$ cat config.mk
export PLATFORM = sky130hd
export DESIGN_NAME = riscv_div
export DESIGN_NICKNAME = d
export VERILOG_FILES = /design/src/rtl/riscv_div_pkg.sv /design/src/rtl/riscv_div_step.sv /design/src/rtl/riscv_div.sv
export SDC_FILE = /design/constraint.sdc
export NUM_CORES = 1
export LEC_CHECK = 0
export BUFFER_PORTS_ARGS = -buffer_cell sky130_fd_sc_hd__buf_2
export CORE_ASPECT_RATIO = 1.25
export CORE_MARGIN = 8
export CORE_UTILIZATION = 25
export DETAILED_ROUTE_END_ITERATION = 7
export PLACE_DENSITY = 0.46
export SYNTH_ARGS = -nofsm -noshare
export SYNTH_HDL_FRONTEND = slang
export SYNTH_SLANG_ARGS = --single-unit
$ cat constraint.sdc
create_clock -name clk_i -period 5.2 [get_ports clk_i]
set_input_delay 0.26 -clock clk_i [delete_from_list [all_inputs] [get_ports clk_i]]
set_output_delay 0.26 -clock clk_i [all_outputs]
set_load 0.01 [all_outputs]
$ cat src/rtl/riscv_div_pkg.sv
// riscv_div_pkg: shared width, opcode and FSM state definitions for the iterative divider
package riscv_div_pkg;
  localparam int DIV_XLEN = 32;
  typedef enum logic [1:0] {
    OP_DIV  = 2'b00,
    OP_DIVU = 2'b01,
    OP_REM  = 2'b10,
    OP_REMU = 2'b11
  } div_op_e;
  typedef enum logic [1:0] {
    S_IDLE = 2'b00,
    S_CALC = 2'b01,
    S_DONE = 2'b10
  } div_state_e;
endpackage

$ cat src/rtl/riscv_div_step.sv
// riscv_div_step: one restoring-division iteration (shift, trial subtract, select)
module riscv_div_step #(
  parameter int XLEN = 32
) (
  input  logic [XLEN:0]   rem_i,
  input  logic [XLEN-1:0] quo_i,
  input  logic [XLEN-1:0] dvs_i,
  output logic [XLEN:0]   rem_o,
  output logic [XLEN-1:0] quo_o
);
  logic [XLEN+1:0] sh, trial;
  always_comb begin
    sh    = {rem_i, quo_i[XLEN-1]};
    trial = sh - {2'b00, dvs_i};
    rem_o = trial[XLEN+1] ? sh[XLEN:0] : trial[XLEN:0];
    quo_o = {quo_i[XLEN-2:0], ~trial[XLEN+1]};
  end
endmodule

$ cat src/rtl/riscv_div.sv
// riscv_div: iterative RV32M DIV/DIVU/REM/REMU, one quotient bit per cycle,
// valid/ready request and response channels, flush aborts any work.
module riscv_div
  import riscv_div_pkg::*;
#(
  parameter int XLEN = DIV_XLEN
) (
  input  logic            clk_i,
  input  logic            rst_i,
  input  logic            div_valid_i,
  output logic            div_ready_o,
  input  logic [1:0]      div_op_i,
  input  logic [XLEN-1:0] div_a_i,
  input  logic [XLEN-1:0] div_b_i,
  input  logic            flush_i,
  output logic            res_valid_o,
  input  logic            res_ready_i,
  output logic [XLEN-1:0] res_data_o
);
  localparam int CW = $clog2(XLEN);
  div_state_e      state_q, state_d;
  logic [1:0]      op_q, op_d;
  logic [XLEN:0]   rem_q, rem_d, rem_n, r_ext;
  logic [XLEN-1:0] quo_q, quo_d, quo_n, dvs_q, dvs_d, res_q, res_d;
  logic [XLEN-1:0] abs_a, abs_b, q_fix;
  logic            neg_q_q, neg_q_d, neg_r_q, neg_r_d;
  logic [CW-1:0]   cnt_q, cnt_d;
  logic            accept, sgn;

  riscv_div_step #(.XLEN(XLEN)) u_step (
    .rem_i(rem_q),
    .quo_i(quo_q),
    .dvs_i(dvs_q),
    .rem_o(rem_n),
    .quo_o(quo_n)
  );

  assign div_ready_o = state_q == S_IDLE;
  assign res_valid_o = state_q == S_DONE;
  assign res_data_o  = res_q;

  always_comb begin
    accept  = div_valid_i & div_ready_o & ~flush_i;
    sgn     = ~div_op_i[0];
    abs_a   = (sgn & div_a_i[XLEN-1]) ? -div_a_i : div_a_i;
    abs_b   = (sgn & div_b_i[XLEN-1]) ? -div_b_i : div_b_i;
    q_fix   = neg_q_q ? -quo_n : quo_n;
    r_ext   = neg_r_q ? -rem_n : rem_n;
    state_d = state_q;
    op_d    = op_q;
    rem_d   = rem_q;
    quo_d   = quo_q;
    dvs_d   = dvs_q;
    res_d   = res_q;
    neg_q_d = neg_q_q;
    neg_r_d = neg_r_q;
    cnt_d   = cnt_q;
    if (flush_i) begin
      state_d = S_IDLE;
    end else begin
      case (state_q)
        S_IDLE: if (accept) begin
          op_d    = div_op_i;
          quo_d   = abs_a;
          dvs_d   = abs_b;
          rem_d   = '0;
          neg_q_d = sgn & (div_a_i[XLEN-1] ^ div_b_i[XLEN-1]);
          neg_r_d = sgn & div_a_i[XLEN-1];
          cnt_d   = CW'(XLEN - 1);
          state_d = (div_b_i == '0) ? S_DONE : S_CALC;
          // Divide by zero answers immediately with the raw dividend or all ones
          res_d   = (div_b_i != '0) ? res_q : (div_op_i[1] ? div_a_i : '1);
        end
        S_CALC: begin
          rem_d = rem_n;
          quo_d = quo_n;
          cnt_d = cnt_q - 1'b1;
          if (cnt_q == '0) begin
            state_d = S_DONE;
            res_d   = op_q[1] ? XLEN'(r_ext) : q_fix;
          end
        end
        S_DONE: if (res_ready_i) state_d = S_IDLE;
        default: state_d = S_IDLE;
      endcase
    end
  end

  always_ff @(posedge clk_i or posedge rst_i) begin
    if (rst_i) begin
      state_q <= S_IDLE;
      op_q    <= '0;
      rem_q   <= '0;
      quo_q   <= '0;
      dvs_q   <= '0;
      res_q   <= '0;
      neg_q_q <= 1'b0;
      neg_r_q <= 1'b0;
      cnt_q   <= '0;
    end else begin
      state_q <= state_d;
      op_q    <= op_d;
      rem_q   <= rem_d;
      quo_q   <= quo_d;
      dvs_q   <= dvs_d;
      res_q   <= res_d;
      neg_q_q <= neg_q_d;
      neg_r_q <= neg_r_d;
      cnt_q   <= cnt_d;
    end
  end
endmodule

==> results.md <==
* Register area share after synthesis at 0.302
* Fmax at 212 MHz
* Final Max Tran Viols at 0
* Post-DRT Antenna Nets at 0
* Clock Root Buffer: clkbuf_16
* Initial antenna violation count at 1
* Layout cells sized above 1 at 0.125
* Slew @ Worst Pin at 1.01 ns
* Post-synth top area share at 0.302
* Post-synthesis cell area at 11500 um2
* Final setup fails at 0
* First-pass GRT wire length at 67.7 mm
* TritonCTS clock tree: yes
* Count of maximum capacitance violations at 0
* Nature of the critical path startpoint: register
* Initial drt markers at 768
* Fin crit share at 0.909
* Drt pass-1 iters at 5
* Area leader, netlist: dfrtp_1
* Resize count post-CTS at 0
* TNS Setup at 0 ns
* Clk slew on worst S/H paths at 0.07 ns
* Main flop type after synthesis: dfrtp_1
* Cts bufs inserted at 17
* Post-CTS Setup Inserts at 0
* Port Buf Inserts at 104
* Synth area leaders: dfrtp_1 30%, o21ai_0 9.1%, nand2_1 6.8%
* P per Cell Area at 691 nW/um2
* Clock buffer depth at 2
* Cells after synthesis at 1514
* GR Util All Layers at 0.160
* Critical Path RT at 5.56 ns
* Detailed placer's ending HPWL at 33.4 mm
* Flops & latches, synth at 139
* Initial Util at 0.251
* Worst setup EP type: register
* Wirelength, routed at 43.1 mm
* Fillers at 4971
* Vias in the first global route at 11092
* # diodes at 0
* H-tree depth at 4
* Row cnt at 88
* Clock Latency Late Sink at 0.45 ns
* Clock skew at 0.0107 ns
* Synth warn at 0
* Setup ws final at 0.473 ns
* Register area at 3480 um2
* Leak at 5.47 nW
* I/O pins at 105
* HP Class: in2reg
* Area growth syn-to-layout at 15.3%
* CP max FO at 6
* CTS sink cnt at 139
* Core footprint at 45900 um2
* Top cell types by occurrence after synthesis: 209 x nand2_1, 209 x o21ai_0, 139 x dfrtp_1, 131 x nor2_1, 118 x a21oi_1
* Die Area at 53300 um2
* Multi-input logic area at 7540 um2
* Cell variety after synth at 78
* Worst slack, placed at 0.579 ns
* Post-Syn Nets at 1624
* Number of synthesized flops with an enable pin at 0
* Grt total ovfl at 0
* Rel. slew slack at 0.322
* Gpl congestion at 0.891
* Nets@finish at 1694
* Min cycle time layout at 4.73 ns
* Drt drc at 0
* Crit path DAT at 5.09 ns
* Unrepaired setup endpoints after global routing: false
* Largest net degree at the start of global routing at 70
* WL per Instance at 19.7 um
* Async SR Flop Fraction at 1.00
* DIE HEIGHT at 256 um
* Die width at 208 um
* Total number of vias at 11419
* Post-Syn Area per Cell at 7.62 um2
* Crit path kind: reg2reg
* Worst IR Drop VDD at 0.423 mV
* Status: completed
* Final hold vios at 0
* Via-per-instance ratio at 5.23
worst max-delay path, cell delays in order, from the launching register on:
cell	delay [ns]
dfrtp_1	0.44
inv_1	0.10
ha_1	0.18
inv_1	0.06
fa_1	0.40
a211oi_1	0.43
o21ai_1	0.28
a221oi_1	0.61
a21oi_1	0.24
a221oi_1	0.37
xnor2_1	0.19
o41a_1	0.37
nor4_1	0.43
a31oi_1	0.18
xor2_1	0.18
o31ai_1	0.20
where the power goes:
group	leakage [nW]	internal (mW)	switching (mW)
Combinational	3.44	2.15	3.91
Clock	0.286	0.734	0.531
Sequential	1.74	1.44	0.421
registers in the layout (all words and copies together) (netlist names):
name	flops
cnt_q	5
dvs_q	32
neg_q_q	1
neg_r_q	1
op_q	1
quo_q	32
rem_q	33
res_data_o	32
state_q	2
path summary, 6_finish.rpt:
kind                               startpoint  cells past startpoint              to  slack [ns]
worst max-delay path                quo_q[31]                     15  res_data_o[29]        0.47
max in group asynchronous               rst_i                      4       quo_q[14]        3.71
worst min-delay path                  flush_i                      2      state_q[0]        0.06
min in group asynchronous               rst_i                      3   res_data_o[9]        0.37
worst max register to register      quo_q[31]                     15  res_data_o[29]        0.47
worst min register to register  res_data_o[5]                      2   res_data_o[5]        0.48
repair_timing:
action                     in CTS  in global routing
hold endpoints to repair       39                  0
hold buffers                    1                  0
setup endpoints to repair       0                  0
cells in the final DEF, fill, tap and decap left out, types with 7 or more instances in the layout:
master | Yosys | layout
or4_1 | 10 | 10
o22ai_1 | 9 | 9
a211oi_1 | 21 | 21
nand4_1 | 12 | 12
buf_2 | 12 | 104
a21o_1 | 7 | 7
nor2_1 | 131 | 131
and2_1 | 8 | 8
or2_2 | 8 | 8
buf_4 | 0 | 26
nand2_1 | 209 | 208
mux2i_1 | 31 | 31
xnor2_1 | 58 | 58
clkbuf_16 | 0 | 17
or3_1 | 24 | 23
o211ai_1 | 12 | 12
inv_1 | 58 | 57
ha_1 | 38 | 38
xor2_1 | 72 | 72
a21oi_1 | 118 | 118
o31ai_1 | 25 | 25
a31oi_1 | 18 | 18
nand2b_1 | 16 | 16
o21ai_0 | 209 | 209
nor3_1 | 29 | 28
o41ai_1 | 15 | 15
dfrtp_1 | 139 | 139
nor4_1 | 19 | 19
nor2b_1 | 9 | 8
nand3_1 | 22 | 22
layer usage:
metal,routed length (um),track usage,part of all wire,up-vias
met3,1750,0.0217,0.041,41
met1,19400,0.205,0.45,5502
met5,0,0,0,-
li1,-,-,-,5571
met4,742,0.0446,0.017,0
met2,21200,0.277,0.49,305
stage by stage:
step	std cells	utilization	instance area, um2	power, mW	hold slack (ns)
2_1_floorplan	1514	-	11500	5.94	0.356
3_3_place_gp	2149	0.276	12700	7.88	0.314
3_5_place_dp	2149	0.276	12700	7.89	0.316
4_1_cts	2182	0.290	13300	9.21	0.0360
5_1_grt	2182	0.290	13300	9.92	0.0616
6_report	2182	0.290	13300	9.19	0.0616
area by class of cell:
cell class              instances  share of cell area
clock buffers                  19              0.0341
clock inverters                13              0.0106
inverters                      59              0.0170
multi-input cells            1236               0.567
flip-flops and latches        139               0.262
well taps                     585              0.0550
repair buffers                131              0.0546
cells by family after synthesis:
family                   share of synthesized area
buffers and inverters                       0.0465
AND/OR/NAND/NOR                              0.214
adder cells (fa/ha/maj)                     0.0430
flip-flops                                   0.302
AO/OA/AOI/OAI                                0.265
XOR/XNOR                                    0.0987
multiplexers                                0.0308
No activity file was read; power rests on OpenSTA's default activity.
